**src/rtl/eq_pipe_pkg.sv**
```systemverilog
// Shared constants and elaboration-time helpers for the eq_pipe comparator.
// Level sizes/offsets describe the flat node vector holding every stage.
package eq_pipe_pkg;

   localparam int LEAF_W = 3;

   function automatic int ceil_div(input int n, input int d);
      return (n + d - 1) / d;
   endfunction

   function automatic int num_levels(input int width, input int fanin);
      int g;
      int n;
      g = ceil_div(width, LEAF_W);
      n = 0;
      while (g > 1) begin
         g = ceil_div(g, fanin);
         n++;
      end
      return (n < 1) ? 1 : n;
   endfunction

   function automatic int lvl_cnt(input int width, input int fanin, input int lvl);
      int g;
      g = ceil_div(width, LEAF_W);
      for (int i = 0; i < lvl; i++) g = ceil_div(g, fanin);
      return g;
   endfunction

   function automatic int lvl_off(input int width, input int fanin, input int lvl);
      int s;
      s = 0;
      for (int i = 0; i < lvl; i++) s += lvl_cnt(width, fanin, i);
      return s;
   endfunction

endpackage

```
**src/rtl/eq_mask_3.sv**
```systemverilog
// 3-bit leaf comparator; with EQ_PIPE_MASK_EN defined cleared mask bits
// are treated as equal, otherwise the mask is ignored.
module eq_mask_3
   import eq_pipe_pkg::*;
#(
   parameter int TARGET_CHIP = 2
) (
   input  logic [LEAF_W-1:0] a,
   input  logic [LEAF_W-1:0] b,
   input  logic [LEAF_W-1:0] mask,
   output logic              eq
);

`ifdef EQ_PIPE_MASK_EN
   if (TARGET_CHIP == 0) begin : g_generic
      assign eq = &(~(a ^ b) | ~mask);
   end else begin : g_lut
      assign eq = ((a ^ b) & mask) == '0;
   end
`else
   logic unused_mask;
   assign unused_mask = ^mask;
   if (TARGET_CHIP == 0) begin : g_generic
      assign eq = &(a ~^ b);
   end else begin : g_lut
      assign eq = (a == b);
   end
`endif

endmodule

```
**src/rtl/eq_pipe.sv**
```systemverilog
// Pipelined WIDTH-bit equality compare with global stall, tag sideband and
// saturating match counter. Masking is enabled by defining EQ_PIPE_MASK_EN.
module eq_pipe
   import eq_pipe_pkg::*;
#(
   parameter int TARGET_CHIP = 2,
   parameter int WIDTH       = 72,
   parameter int FANIN       = 6,
   parameter int TAG_W       = 8,
   parameter int CNT_W       = 32
) (
   input  logic             clk,
   input  logic             sclr,
   input  logic             din_valid,
   output logic             din_ready,
   input  logic [WIDTH-1:0] din_a,
   input  logic [WIDTH-1:0] din_b,
   input  logic [WIDTH-1:0] din_mask,
   input  logic [TAG_W-1:0] din_tag,
   output logic             dout_valid,
   input  logic             dout_ready,
   output logic             dout_match,
   output logic [TAG_W-1:0] dout_tag,
   output logic [CNT_W-1:0] match_cnt
);

   localparam int G   = ceil_div(WIDTH, LEAF_W);
   localparam int N   = num_levels(WIDTH, FANIN);
   localparam int PW  = G * LEAF_W;
   localparam int TOT = lvl_off(WIDTH, FANIN, N + 1);

   logic [PW-1:0]           a_p;
   logic [PW-1:0]           b_p;
   logic [PW-1:0]           m_p;
   logic [G-1:0]            leaf_eq;
   logic [TOT-1:0]          node;
   logic [TOT-1:0]          node_d;
   logic [N:0]              vld;
   logic [N:0][TAG_W-1:0]   tag;
   logic [CNT_W-1:0]        cnt;
   logic                    adv;
   logic                    acc;

   // Padding bits are zero on both operands and masked off, so they match.
   assign a_p = PW'(din_a);
   assign b_p = PW'(din_b);
   assign m_p = PW'(din_mask);

   assign adv       = dout_ready | ~vld[N];
   assign din_ready = adv & ~sclr;
   assign acc       = din_valid & din_ready;

   for (genvar g = 0; g < G; g++) begin : g_leaf
      eq_mask_3 #(
         .TARGET_CHIP(TARGET_CHIP)
      ) u_leaf (
         .a   (a_p[g*LEAF_W +: LEAF_W]),
         .b   (b_p[g*LEAF_W +: LEAF_W]),
         .mask(m_p[g*LEAF_W +: LEAF_W]),
         .eq  (leaf_eq[g])
      );
   end

   assign node_d[G-1:0] = leaf_eq;

   // node holds level 0 (leaves) up to level N (single result bit) back to back.
   for (genvar l = 1; l <= N; l++) begin : g_lvl
      localparam int PO = lvl_off(WIDTH, FANIN, l - 1);
      localparam int PC = lvl_cnt(WIDTH, FANIN, l - 1);
      localparam int CO = lvl_off(WIDTH, FANIN, l);
      for (genvar j = 0; j < lvl_cnt(WIDTH, FANIN, l); j++) begin : g_node
         localparam int LO = PO + j * FANIN;
         localparam int HE = ((j + 1) * FANIN < PC) ? (j + 1) * FANIN : PC;
         localparam int HI = PO + HE - 1;
         assign node_d[CO + j] = &node[HI:LO];
      end
   end

   always_ff @(posedge clk) begin
      if (sclr) begin
         node <= '0;
         vld  <= '0;
         tag  <= '0;
      end else if (adv) begin
         node <= node_d;
         vld  <= {vld[N-1:0], acc};
         tag  <= {tag[N-1:0], din_tag};
      end
   end

   always_ff @(posedge clk) begin
      if (sclr) begin
         cnt <= '0;
      end else if (vld[N] & dout_ready & node[TOT-1] & ~&cnt) begin
         cnt <= cnt + 1'b1;
      end
   end

   assign dout_valid = vld[N];
   assign dout_match = node[TOT-1];
   assign dout_tag   = tag[N];
   assign match_cnt  = cnt;

endmodule

```
**config.mk**
```make
export PLATFORM = sky130hd
export DESIGN_NAME = eq_pipe
export DESIGN_NICKNAME = d
export VERILOG_FILES = /design/src/rtl/eq_pipe_pkg.sv /design/src/rtl/eq_mask_3.sv /design/src/rtl/eq_pipe.sv
export SDC_FILE = /design/constraint.sdc
export NUM_CORES = 1
export LEC_CHECK = 0
export CAP_MARGIN = 10
export CORE_ASPECT_RATIO = 1.25
export CORE_MARGIN = 2
export CORE_UTILIZATION = 34
export CTS_CLUSTER_DIAMETER = 60
export DETAILED_ROUTE_END_ITERATION = 6
export PLACE_DENSITY_LB_ADDON = 0.1
export SLEW_MARGIN = 10
export SYNTH_ARGS = -nofsm -noshare
export SYNTH_HDL_FRONTEND = slang
export SYNTH_SLANG_ARGS = --single-unit
```
**constraint.sdc**
```tcl
create_clock -name clk -period 2.2 [get_ports clk]
set_clock_uncertainty 0.1 [all_clocks]
set_input_delay 0.33 -clock clk [delete_from_list [all_inputs] [get_ports clk]]
set_output_delay 0.33 -clock clk [all_outputs]
set_load 0.005 [all_outputs]
```
==> results by group <==
Synth
  • Post-synthesis net count: 758
  • Number of synthesized register bits: 88
  • Synthesized area per cell: 8.21 µm²
  • Register area share after synthesis: 40.6%
  • Most used DFF post-synth: dfxtp_1
  • Synth warn: 0
  • Library cells used by synthesis: 39
  • Post-synthesis cell area: 4340 µm²
  • Synth async-reset ratio: 0%
  • Number of synthesized flops with an enable pin: 0
  • Cells after Synth: 529

Floorplan
  • Chip Height: 130 µm
  • Rows: 46
  • Die ar.: 13700 µm²
  • Initial Utilization: 34.5%
  • Core area: 12600 µm²
  • Die Wd: 105 µm
  • Io pins: 271

Timing
  • F_max: 472 MHz
  • Fin crit period: 2.12 ns
  • Fin. max-slew vios: 0
  • Relative slew slack: 64.9%
  • Part of the cycle the worst path needs: 96.4%
  • Fin Hold WS: 0.271 ns
  • Worst Tran Pin Value: 0.521 ns
  • Endpoints failing setup: 0
  • Final hold vios: 0

Power
  • Power per Cell Area: 562 nW/µm²
  • Pleak: 0.00252 µW
  • Worst vdd ir: 0.425 mV
  • Power Total: 4060 µW

Hold path
  • Hold Crit Class: in -> reg

Clocking
  • Skew-Pair Late Insertion Delay: 0.33 ns
  • Cts bufs inserted: 9
  • CTS Buffer Depth: 2
  • H-tree Lvls: 3
  • CTS Root Cell: clkbuf_16
  • CTS sink count: 88
  • CTS tree: done
  • Worst-path clk slew: 0.06 ns

Route
  • WL per Instance: 12.5 µm
  • Via count: 4439
  • WL final: 11700 µm
  • Met1 WL: 4710 µm
  • Routed length on met2: 5890 µm
  • DR DRC count: 0
  • Drt via density: 4.77
  • Iteration-0 DRC Markers: 82
  • Met3 WL: 875 µm
  • DRT antenna net count: 0
  • Max Used Layer: met4
  • DRT Pass-1 Iters: 4

Cells and area
  • Share of layout cells above drive strength 1: 11.9%
  • Post-layout util: 57.3%
  • ANT cells: 0
  • # fillers: 1162
  • Area growth syn-to-layout: 66.4%
  • Fin nets: 987

Critical path
  • Setup crit end kind: flip-flop
  • Critical path start-end classification: reg -> reg
  • Critical path's slowest cell: or4_4
  • Crit path top cell by count: buf_4
  • Crit path DAT: 2.24 ns
  • CP cell instances: ha_4 > nand4_1 > buf_4 > or4_4 > o2111ai_4 > buf_4 > xor2_1 > nor2_1
  • Crit-path max cell delay: 0.53 ns
  • Maximum fanout along the worst path: 5
  • Required @ worst endpoint: 2.32 ns
  • Startpoint types: flip-flop

Global routing
  • Grt total ovfl: 0
  • Global-route wire length before repair: 19300 µm
  • Largest net degree at the start of global routing: 46
  • Total GRT Usage: 17.2%
  • Initial antenna violation count: 0
  • Vias in the first global route: 4303

Status
  • Run status: completed

Placement
  • Placer Congestion: 0.870
  • HPWL after DPL: 9370 µm
  • PortBufs: 198

Flow run
  • Max Cap Violations: 0
-- state kept, by name (all words and copies together), names as in the netlist --
signal     flops
tag           16
dout_tag       8
match_cnt     32
node          29
vld            3
-- cells in the mapped netlist, drive strengths merged, types with 7 or more instances --
cell,number,area share [%]
dfxtp,88,41
clkbuf,21,1.8
a21oi,70,8.1
or3,14,2.0
nand2,93,8.0
nand4,40,6.1
buf,14,2.0
xor2,8,1.6
nor3,11,1.4
o21ai,17,2.0
nor4,7,1.3
nand3,11,1.3
xnor2,75,15
nor2,27,2.3
-- worst max-delay path: cells and delay by family (launching register included) --
family / cells / cell delay [ns]
and+or+nand+nor: 3 / 0.69
xor gates and xnor gates: 1 / 0.16
adders and majority gates: 1 / 0.13
DFF: 1 / 0.35
buffers and inverters: 2 / 0.33
AOI/OAI and AO/OA: 1 / 0.24
-- per-stage QoR --
| stage | std cells | cell area, µm² | setup slack (ns) | setup TNS (ns) |
|---|---|---|---|---|
| 2_1_floorplan | 529 | 4350 | 0.0158 | 0 |
| 3_3_place_gp | 914 | 6820 | -0.101 | -0.508 |
| 3_5_place_dp | 914 | 6820 | -0.128 | -0.868 |
| 4_1_cts | 930 | 7190 | 0.0185 | 0 |
| 5_1_grt | 931 | 7230 | -0.00129 | -0.00129 |
| 6_report | 931 | 7230 | 0.0792 | 0 |
-- timing repair --
| item | 4_1_cts | 5_1_grt |
|---|---|---|
| resized for setup | 1 | 5 |
| hold buffers | 0 | 0 |
| endpoints found under the setup margin | 8 | 13 |
| pin swaps | 0 | 4 |
| setup buffers | 0 | 1 |
-- worst paths after layout --
check                                   from             to  slack (ns)  cells after the start
worst min register to register       node[5]        node[5]        0.35                      2
worst max register to register  match_cnt[0]  match_cnt[19]        0.08                      8
worst max-delay path            match_cnt[0]  match_cnt[19]        0.08                      8
worst min-delay path                    sclr  match_cnt[10]        0.27                      2
-- placed cells by master, fill, tap and decap left out, types with 3 or more instances in the layout --
cell,netlist,routed
xor2_1,8,8
clkdlybuf4s50_1,0,197
or4_1,6,4
buf_4,8,54
dfxtp_1,88,86
xnor2_1,75,75
clkbuf_16,0,9
or3_1,14,14
nand3_1,11,11
o21ai_0,15,15
nor3_1,10,10
nand2_1,93,93
bufinv_16,0,4
and3_1,3,3
nor4_1,5,4
nor2_1,27,27
nand4_1,38,38
nor2b_1,6,5
a21oi_1,70,70
-- final cells by class --
| class | count | area (µm²) | share of cell area (%) |
|---|---|---|---|
| multi-input combinational | 405 | 2460 | 34.1 |
| tap | 168 | 210 | 2.91 |
| inverter | 1 | 3.75 | 0.0519 |
| clock buffer | 9 | 225 | 3.12 |
| sequential | 88 | 1760 | 24.4 |
| clock inverter | 7 | 144 | 1.99 |
| timing repair buffer | 253 | 2420 | 33.5 |
-- logic make-up (layout without fill, tap and decap cells) --
logic type      Yosys count  count (layout)  share of synthesized area [%]
simple gates            221             221                           25.2
xor+xnor                 83              83                           16.7
fa+ha+maj                 1               1                          0.288
flops                    88              88                           40.6
buf+inv                  36             270                           3.89
compound gates           96              96                           12.3
mux                       4               4                           1.01
-- metal layers --
metal / up-vias / global-route usage, %
met2: 157 / 31.1
met4: 0 / 6.90
met5: - / 0
met1: 1976 / 19.9
li1: 2294 / -
met3: 12 / 3.60
-- where the power goes --
| group | total [µW] | internal [µW] | switching (µW) |
|---|---|---|---|
| clock network | 1860 | 1230 | 631 |
| registers | 1660 | 1640 | 21.0 |
| logic | 544 | 376 | 167 |
Power figures use the tool's default switching activity.
